===== config.mk =====
export PLATFORM = sky130hd
export DESIGN_NAME = mem_port_arbiter
export DESIGN_NICKNAME = d
export VERILOG_FILES = /design/src/rtl/mem_port_arbiter.sv
export SDC_FILE = /design/constraint.sdc
export NUM_CORES = 1
export LEC_CHECK = 0
export ABC_AREA = 1
export CAP_MARGIN = 5
export CELL_PAD_IN_SITES_DETAIL_PLACEMENT = 1
export CELL_PAD_IN_SITES_GLOBAL_PLACEMENT = 1
export CORE_MARGIN = 4
export CORE_UTILIZATION = 28
export CTS_CLUSTER_DIAMETER = 100
export DETAILED_ROUTE_END_ITERATION = 12
export GPL_TIMING_DRIVEN = 1
export PLACE_DENSITY_LB_ADDON = 0.2
export SKIP_LAST_GASP = 1
export SLEW_MARGIN = 5
export SYNTH_ARGS = -nofsm -noshare
export SYNTH_HDL_FRONTEND = slang
export SYNTH_SLANG_ARGS = --single-unit

===== constraint.sdc =====
create_clock -name clk -period 2 [get_ports clk]
set_clock_uncertainty 0.2 [all_clocks]
set_input_delay 0.6 -clock clk [delete_from_list [all_inputs] [get_ports clk]]
set_output_delay 0.6 -clock clk [all_outputs]
set_load 0.005 [all_outputs]

===== src/rtl/mem_port_arbiter.sv =====
// mem_port_arbiter: shares one data-memory port between instruction fetch (IF, read-only)
// and load/store (LS). Each accepted request is registered, held on the memory port for
// MEM_LATENCY cycles, and answered with a one-cycle registered rvalid pulse.
// Optional feature macro: ARB_STARVE_GUARD_EN -- once LS has won STARVE_LIMIT times in a
// row over a waiting IF, the next contested grant goes to IF. Without it LS has strict priority.
//
// state | meaning
// IDLE  | port free; a grant may be issued this cycle
// BUSY  | latched access on the memory port; cnt counts down to the capture cycle
module mem_port_arbiter #(
    parameter int ADDR_W       = 32,
    parameter int DATA_W       = 32,
    parameter int MEM_LATENCY  = 1,
    parameter int STARVE_LIMIT = 4
) (
    input  logic              clk,
    input  logic              reset,
    input  logic              if_req,
    input  logic [ADDR_W-1:0] if_addr,
    output logic              if_gnt,
    output logic              if_rvalid,
    output logic [DATA_W-1:0] if_rdata,
    input  logic              ls_req,
    input  logic [ADDR_W-1:0] ls_addr,
    input  logic              ls_wen,
    input  logic [DATA_W-1:0] ls_wdata,
    input  logic [1:0]        ls_size,
    input  logic              ls_rdun,
    output logic              ls_gnt,
    output logic              ls_rvalid,
    output logic [DATA_W-1:0] ls_rdata,
    output logic [ADDR_W-1:0] mem_address,
    output logic [DATA_W-1:0] mem_data_in,
    output logic              mem_w_enable,
    output logic [1:0]        mem_access_size,
    output logic              mem_RdUn,
    input  logic [DATA_W-1:0] mem_data_out,
    output logic              busy
);
    localparam logic [1:0] SIZE_WORD = 2'b10;
    localparam int CNT_W = (MEM_LATENCY > 1) ? $clog2(MEM_LATENCY) : 1;
    localparam logic [CNT_W-1:0] CNT_INIT = CNT_W'(MEM_LATENCY - 1);

    typedef enum logic {IDLE = 1'b0, BUSY = 1'b1} state_t;

    state_t            state, state_nxt;
    logic [CNT_W-1:0]  cnt;
    logic              owner_ls;
    logic [ADDR_W-1:0] addr_q;
    logic [DATA_W-1:0] wdata_q;
    logic              wen_q;
    logic [1:0]        size_q;
    logic              rdun_q;
    logic              if_rvalid_q, ls_rvalid_q;
    logic [DATA_W-1:0] if_rdata_q, ls_rdata_q;

    logic grant_if, grant_ls, done, first_busy, starve_force;

`ifdef ARB_STARVE_GUARD_EN
    localparam int STV_W = $clog2(STARVE_LIMIT + 1);
    localparam logic [STV_W-1:0] STV_MAX = STV_W'(STARVE_LIMIT);
    logic [STV_W-1:0] starve;

    assign starve_force = (starve == STV_MAX);

    // Count consecutive LS wins while IF waits; any IF grant clears it.
    always_ff @(posedge clk) begin
        if (reset)
            starve <= '0;
        else if (grant_if)
            starve <= '0;
        else if (grant_ls && if_req && !starve_force)
            starve <= starve + 1'b1;
    end
`else
    assign starve_force = 1'b0;
`endif

    // Next-state and grant decision; grants only from IDLE, never during reset.
    always_comb begin
        state_nxt = state;
        grant_if  = 1'b0;
        grant_ls  = 1'b0;
        done      = 1'b0;
        case (state)
            IDLE: begin
                if (!reset) begin
                    if (ls_req && !(if_req && starve_force))
                        grant_ls = 1'b1;
                    else if (if_req)
                        grant_if = 1'b1;
                    if (grant_ls || grant_if)
                        state_nxt = BUSY;
                end
            end
            BUSY: begin
                if (cnt == '0) begin
                    done      = 1'b1;
                    state_nxt = IDLE;
                end
            end
            default: state_nxt = IDLE;
        endcase
    end

    // State register.
    always_ff @(posedge clk) begin
        if (reset)
            state <= IDLE;
        else
            state <= state_nxt;
    end

    // Request latch, latency countdown and response capture.
    always_ff @(posedge clk) begin
        if (reset) begin
            cnt         <= '0;
            owner_ls    <= 1'b0;
            addr_q      <= '0;
            wdata_q     <= '0;
            wen_q       <= 1'b0;
            size_q      <= '0;
            rdun_q      <= 1'b0;
            if_rvalid_q <= 1'b0;
            ls_rvalid_q <= 1'b0;
            if_rdata_q  <= '0;
            ls_rdata_q  <= '0;
        end else begin
            if_rvalid_q <= 1'b0;
            ls_rvalid_q <= 1'b0;
            if (grant_ls) begin
                owner_ls <= 1'b1;
                addr_q   <= ls_addr;
                wdata_q  <= ls_wdata;
                wen_q    <= ls_wen;
                size_q   <= ls_size;
                rdun_q   <= ls_rdun;
                cnt      <= CNT_INIT;
            end else if (grant_if) begin
                owner_ls <= 1'b0;
                addr_q   <= if_addr;
                wdata_q  <= '0;
                wen_q    <= 1'b0;
                size_q   <= SIZE_WORD;
                rdun_q   <= 1'b0;
                cnt      <= CNT_INIT;
            end else if (state == BUSY && !done) begin
                cnt <= cnt - 1'b1;
            end
            if (done) begin
                if (owner_ls) begin
                    ls_rvalid_q <= 1'b1;
                    ls_rdata_q  <= wen_q ? '0 : mem_data_out;
                end else begin
                    if_rvalid_q <= 1'b1;
                    if_rdata_q  <= mem_data_out;
                end
            end
        end
    end

    // A store writes only on its first BUSY cycle so longer latencies commit once.
    assign first_busy      = (state == BUSY) && (cnt == CNT_INIT);
    assign mem_w_enable    = first_busy && wen_q && !reset;
    assign mem_address     = addr_q;
    assign mem_data_in     = wdata_q;
    assign mem_access_size = size_q;
    assign mem_RdUn        = rdun_q;
    assign if_gnt          = grant_if;
    assign ls_gnt          = grant_ls;
    assign if_rvalid       = if_rvalid_q;
    assign ls_rvalid       = ls_rvalid_q;
    assign if_rdata        = if_rdata_q;
    assign ls_rdata        = ls_rdata_q;
    assign busy            = (state == BUSY);

endmodule


; ---- Word-level counts from Yosys, hierarchy flattened
; Cells that the tools add are included.
[word_totals]
register_bits = 137
latch_bits = 0
ram_bits = 0
romBits = 0
input_bits = 136
wordCells = 58
mem_count = 0
[classes]
n_addsub = 1
n_mul = 0
n_div = 0
order_cmp = 0
n_eq_ne = 0
shift = 0
mux = 29
bitwise_logic = 4
reduce_logical = 12
[ops]
columns = operator, n
row1 = $mux W32, 5
row2 = $mux W1, 21
row3 = $logic_and A1 B1 Y1, 4
row4 = $mux W2, 2
row5 = $not A1 Y1, 4
row6 = $reduce_and A2 Y1, 2
row7 = $reduce_or A3 Y1, 1
row8 = $logic_not A1 Y1, 2
row9 = $pmux W1 S2, 1
row10 = $reduce_bool A2 Y1, 1
row11 = $reduce_or A2 Y1, 1
row12 = $logic_or A1 B1 Y1, 1
row13 = $sub A1 B1 Y1 const B, 1

; ---- Depth between registers and ports, before layout
; Gate-level depths: netlist of the first run.
[logic_depth]
ltp_word = 8
mapped_depth = 9
ltp_nobuf = 6

; ---- Least setup slack after synthesis of the first run
; Ideal clock, no wire load.
[synth_path]
kind = input to output
from = in reset
to = out mem_w_enable
t_arrival_ns = 1.283
required_time_ns = 1.200
setup_slack_ns = -0.083
stages = 6
path_buffers = 3
path_cell_list = buf_4 -> inv_2 -> buf_6 -> buf_2 -> nand2_1 -> nor2_1
[synth_between]
elab_chain_len = 2
[synth_rtl]
columns = element, line_no
row1 = "start, declared", 17  ; input logic reset,
row2 = $logic_not A1 Y1, 164  ; assign mem_w_enable = first_busy && wen_q && !reset;
row3 = $logic_and A1 B1 Y1, 164
row4 = "end, declared", 34  ; output logic mem_w_enable,
; No other way between the ends.

; ---- Worst setup path after layout of the first run
[layout_path]
from = reg state (netlist: busy)
to = out mem_w_enable
[layout_between]
elab_chain_len = 3
[layout_rtl]
columns = element, line_no
row1 = "start, declared", 46  ; state_t state, state_nxt;
row2 = "start signal, assigned", 111  ; state <= state_nxt;
row3 = $logic_and A1 B1 Y1, 163  ; assign first_busy = (state == BUSY) && (cnt == CNT_INIT);
row4 = $logic_and A1 B1 Y1 (2 in a row), 164
; No other way between the ends.

==> flow_summary.json, run 1 <==
{
  "avgSynthCellArea_um2": 7.16,
  "nFillCells": 2454,
  "synth_nets": 927,
  "combinationalPowerShare": 0.161,
  "outcome": "finished, final reports clean",
  "ant_nets": 0,
  "remaining_drc_errors": 0,
  "synth_fa_ha_area_frac": 0,
  "hold_path_class": "reg2reg",
  "ys_ff_latch": 137,
  "grt_first_pass_wirelength_um": 34700,
  "grt_antenna_before_repair": 2,
  "muxShareOfSynthArea": 0,
  "dpl.hpwl_um": 14800,
  "htreeDepth": 4,
  "syn_area_um2": 5670,
  "switching_power_uw": 1990,
  "crit_path_start_kind": "flop",
  "clk_latency_ns": 0.41,
  "grt-ovfl-total": 0,
  "end_kind": "output port",
  "dp_cells": 1282,
  "intPower_uw": 5340,
  "first_iter_violations": 326,
  "syn_inst": 791,
  "track_usage": 0.193,
  "vdd_drop_max_mv": 0.579,
  "relSlewSlack": 0.465,
  "synth_cell_type_count": 18,
  "drt_pass1_iterations": 4,
  "port_buffers": 272,
  "pwr-share-seq": 0.402,
  "totalWireLength_um": 22100,
  "synth-compound-area-share": 0.0905,
  "cts_buffer_depth": 2,
  "r2r-start": "busy$_SDFF_PP0_",
  "crit_arrival_ns": 1.19,
  "cts_root_buf": "clkbuf_16",
  "wl_per_cell_um": 16.8,
  "cts.sinks": 137,
  "min_to": "if_rdata[11]$_SDFFE_PP0P_",
  "fin_nets": 1175,
  "synth_xor_area_frac": 0,
  "setup_viol": 0,
  "min_from": "if_rdata[11]$_SDFFE_PP0P_",
  "swShare": 0.272,
  "rrSetupSlack_ns": 0.11,
  "p_clk_frac": 0.437,
  "power.density_nw_per_um2": 807,
  "grt_pass1_vias": 6430,
  "synth.yosys.seq_area_share": 0.484,
  "tightest_slew_ns": 0.803,
  "rsz0062_at_grt": "yes",
  "yosysWarnings": 0,
  "synth_top_family_by_area": "simple AND/OR/NAND/NOR gates",
  "viasPerCell": 4.71,
  "critPathKind": "reg2out",
  "fin_crit_ns": 1.99,
  "worstRegToRegCells": 8,
  "period_share": 0.993,
  "worst-path-max-fanout": 3,
  "die_h_um": 150,
  "initial_utilization": 0.288,
  "finalNonFillerCells": 1318,
  "core.rowCount": 51,
  "synthToLayoutAreaGrowth_pct": 60.3,
  "die-area_um2": 22600,
  "holdPathStages": 2,
  "core-area_um2": 19700,
  "fmax_mhz": 503,
  "cts_tree": "yes",
  "grt_max_degree": 71,
  "drive_gt1_frac": 0.0732,
  "finalHoldViolations": 0,
  "clk_pin_slew_worst_paths_ns": 0.07,
  "yosys.area_share.simple": 0.338,
  "timing.final.max_slew_violations": 0,
  "worstReg2RegEnd": "ls_rdata[20]$_SDFFE_PP0P_",
  "die_w_um": 150,
  "via_count": 6212,
  "place_congestion": 0.730,
  "cts_made_buffers": 17,
  "tns_ns": 0,
  "io_pins": 273,
  "crit_required_ns": 1.20,
  "cap_violations": 0,
  "power.leakage_uw": 0.00429
}
## power groups by stage
stage,logic (µW),registers (µW),clock network (µW)
after global placement,1270,3010,0
after CTS,1200,2950,3300
final,1180,2950,3210
after global routing,1310,2970,3430
after detailed placement,1290,3010,0
after floorplan,515,3020,0
## timing repair
item	CTS	global route
pin swaps	1	3
gates resized for setup	160	6
buffers inserted	3	1
hold buffers	0	0
endpoints found under the setup margin	205	3
hold endpoints to repair	0	0
## how the worst max path moves through the flow
stage,start,end,slack [ns]
after global placement,ls_req,if_gnt,-0.79
after global routing,busy$_SDFF_PP0_,mem_w_enable,-0.07
after floorplan,reset,mem_w_enable,-0.004
final,busy$_SDFF_PP0_,mem_w_enable,0.01
after CTS,ls_req,if_gnt,-0.17
after detailed placement,ls_req,if_gnt,-0.79
## metal layers
metal,global-route usage,vias up,part of all wire,routed length (µm)
li1,-,3084,-,-
met1,0.231,2926,0.42,9360
met2,0.318,175,0.47,10400
met3,0.0837,23,0.095,2110
met4,0.0494,4,0.011,233
met5,0,-,0.00063,14
## cells in the final DEF (no fill, tap or decap), types with 2 or more instances in the layout
cell type        synthesis  routed
inv_2                    3       3
clkinv_4                 0       4
clkdlybuf4s50_1          0     132
buf_4                    7      20
o21ai_0                 27      27
nand2_1                204     204
nand4_1                 32      32
clkinv_2                 0       2
dfxtp_1                137     132
a21oi_1                 67      67
inv_6                    0       5
inv_1                   40      38
dlygate4sd2_1            0     134
o21ai_1                  6       6
nor2_4                   1       2
dfxtp_2                  0       4
nand3_1                132     131
buf_12                   0       5
nor2_1                  72      71
nand3_4                  0       2
clkbuf_16                0      17
bufinv_16                0       2
buf_2                   28       5
## logic make-up (layout without fill, tap and decap cells)
family	Yosys count	after routing
AOI/OAI and AO/OA	101	101
buffers and inverters	111	372
DFF	137	137
other	0	1
and+or+nand+nor	442	442
## state kept, by name, summed over array words and instances, names as in the netlist, 2 cells and up
signal,cells
mem_data_in,32
mem_address,32
mem_access_size,2
ls_rdata,32
if_rdata,32
## worst max-delay path, stage by stage, from the launching register on
cell and delay (ns):
dfxtp_4 0.38, inv_4 0.04, nor2_4 0.11, inv_2 0.04
nor2_1 0.07, buf_2 0.13
## per-stage QoR
step	util	hold WS (ns)	worst slack [ns]	power, µW	area, µm²
floorplan	-	0.256	-0.00446	3540	5690
global placement	0.439	0.249	-0.790	4280	8640
detailed placement	0.439	0.255	-0.794	4300	8640
CTS	0.462	0.263	-0.174	7450	9070
global route	0.462	0.286	-0.0657	7710	9080
finish	0.462	0.257	0.0134	7330	9080
## synth_stat cells (all sizes together)
library cell | count | area, µm²
nand2 | 204 | 766
dfxtp | 137 | 2740
nand3 | 133 | 671
nor2 | 73 | 282
a21oi | 67 | 335
inv | 43 | 161
buf | 40 | 226
o21ai | 33 | 165
nand4 | 32 | 200
clkbuf | 28 | 105
o211ai | 1 | 12.5
## cell type report
cell class	instances	area (µm²)	share of cell area
multi-input combinational	543	2460	0.271
clock buffer	18	429	0.0473
tap	265	332	0.0365
antenna	1	2.50	0.000276
sequential	137	2750	0.303
clock inverter	14	163	0.0179
inverter	43	165	0.0182
timing repair buffer	297	2780	0.306
No activity file was read; power rests on OpenSTA's default activity.
==> run 2, diff against run 1 <==
Settings changed: HOLD_SLACK_MARGIN set to 0.08, REMOVE_ABC_BUFFERS set to 1.
==> run 2 against run 1 <==
  * Highest routed layer unchanged
  * Sequential share of layout area fell by 0.35 points
  * Largest cell class unchanged
  * Non-clock buffer count rose by 7
  * Clock power increased by 10%
  * Global-route usage is 0.18 points higher
  * First-iteration DRC count is 38% lower
==> flow_summary.json, run 2 (synthesis gave the netlist of run 1 again) <==
{
  "outcome": "finished, final reports clean",
  "clk_latency_ns": 0.41,
  "power.leakage_uw": 0.00435,
  "finalNonFillerCells": 1323,
  "slowest_stage": "dfxtp_4",
  "period_share": 0.993,
  "rsz0062_at_grt": "yes",
  "die_w_um": 150,
  "cp-startpoint": "busy$_SDFF_PP0_",
  "crit_path_start_kind": "flop",
  "ctsHoldBuffers": 0,
  "drt_pass1_iterations": 4,
  "grt_pass1_vias": 6556,
  "tightest_slew_ns": 0.786,
  "totalWireLength_um": 22200,
  "worst-path-max-fanout": 3,
  "dp_cells": 1288,
  "worstRegToRegCells": 7,
  "r2r-start": "busy$_SDFF_PP0_",
  "io_pins": 273,
  "worstReg2RegEnd": "mem_address[25]$_SDFFE_PP0P_",
  "placed_area_um2": 8660,
  "crit_buf_inv": 4,
  "cts_made_buffers": 17,
  "diodes": 0,
  "fin_crit_ns": 1.99,
  "dpl.hpwl_um": 14900,
  "clk_pin_slew_worst_paths_ns": 0.06,
  "die-area_um2": 22600,
  "htreeDepth": 4,
  "initial_utilization": 0.288,
  "die_h_um": 150,
  "fin_nets": 1182,
  "core.rowCount": 51,
  "cts_tree": "yes",
  "cap_violations": 0,
  "crit_end": "ls_gnt",
  "cts_buffer_depth": 2,
  "crit_chain": "inv_4 > buf_4 > nand3_4 > inv_2 > buf_6",
  "critPathKind": "reg2out",
  "end_kind": "output port",
  "vdd_drop_max_mv": 0.611,
  "wl_per_cell_um": 16.8,
  "drive_gt1_frac": 0.0775,
  "place_congestion": 0.719,
  "cts_root_buf": "clkbuf_16",
  "layout.cells.most_common_list": "nand2_1, dlygate4sd2_1, dfxtp_1",
  "port_buffers": 272,
  "hold_path_class": "reg2reg",
  "finalHoldViolations": 0,
  "cts.sinks": 137,
  "critPathTopFamily": "flip-flops",
  "grt_first_pass_wirelength_um": 35100,
  "crit_required_ns": 1.20,
  "ant_nets": 0,
  "fmax_mhz": 504,
  "via_count": 6277,
  "grt_max_degree": 71,
  "crit_arrival_ns": 1.19,
  "power.density_nw_per_um2": 836,
  "core-area_um2": 19700,
  "crit_cells": 5,
  "remaining_drc_errors": 0,
  "tns_ns": 0,
  "track_usage": 0.195,
  "grt-ovfl-total": 0,
  "viasPerCell": 4.74,
  "first_iter_violations": 202,
  "setup_viol": 0,
  "slowest_delay_ns": 0.38,
  "timing.final.max_slew_violations": 0,
  "final_common_cell": "nand2_1",
  "relSlewSlack": 0.476,
  "rrSetupSlack_ns": 0.18,
  "grt_antenna_before_repair": 1,
  "synthToLayoutAreaGrowth_pct": 62.1,
  "final_cell_area_um2": 9180
}
==> run 2: cell type report <==
type,instances,area [µm²]
clock inverters,11,190
inverters,43,169
flip-flops and latches,137,2750
well taps,265,332
multi-input cells,543,2450
repair buffers,304,2830
fillers,2492,10500
clock buffers,20,467
==> run 2: what timing repair did <==
item	in CTS	in global routing
setup buffers	5	0
pin swaps	2	2
setup endpoints to repair	206	17
resized for setup	157	7
==> run 2: routing by layer <==
metal  global-route usage  part of all wire
met1                0.236              0.42
met2                0.319              0.46
met3               0.0825             0.097
met4               0.0476             0.017
met5                    0           0.00054
==> run 2: per-stage QoR <==
stage | hold slack [ns] | total power [µW] | util | setup WS [ns]
2_1_floorplan | 0.251 | 3460 | - | -3.36
3_3_place_gp | 0.249 | 4290 | 0.441 | -0.799
3_5_place_dp | 0.255 | 4310 | 0.441 | -0.792
4_1_cts | 0.262 | 7800 | 0.468 | -0.120
5_1_grt | 0.280 | 8050 | 0.467 | -0.0406
6_report | 0.258 | 7680 | 0.467 | 0.0146
==> run 2: tightest hold or removal path: stages (launching register included) <==
cell and delay [ns]:
dfxtp_1 0.30, nand2_1 0.06, a21oi_1 0.05
==> run 2: worst min path at each step <==
stage                                   start  depth (start not counted)                        end  slack, ns
floorplan            if_rdata[0]$_SDFFE_PP0P_                          2   if_rdata[0]$_SDFFE_PP0P_       0.25
global placement    if_rdata[31]$_SDFFE_PP0P_                          2  if_rdata[31]$_SDFFE_PP0P_       0.25
detailed placement  if_rdata[10]$_SDFFE_PP0P_                          2  if_rdata[10]$_SDFFE_PP0P_       0.25
CTS                 if_rdata[21]$_SDFFE_PP0P_                          2  if_rdata[21]$_SDFFE_PP0P_       0.26
global route         if_rdata[1]$_SDFFE_PP0P_                          2   if_rdata[1]$_SDFFE_PP0P_       0.28
finish              if_rdata[21]$_SDFFE_PP0P_                          2  if_rdata[21]$_SDFFE_PP0P_       0.26
==> run 2: report_power, final <==
| group | switching [µW] | total (µW) | leakage [µW] | internal, µW |
|---|---|---|---|---|
| combinational | 597 | 1190 | 0.00291 | 596 |
| sequential | 70.9 | 2950 | 0.00112 | 2880 |
| clock | 1230 | 3530 | 0.000323 | 2310 |
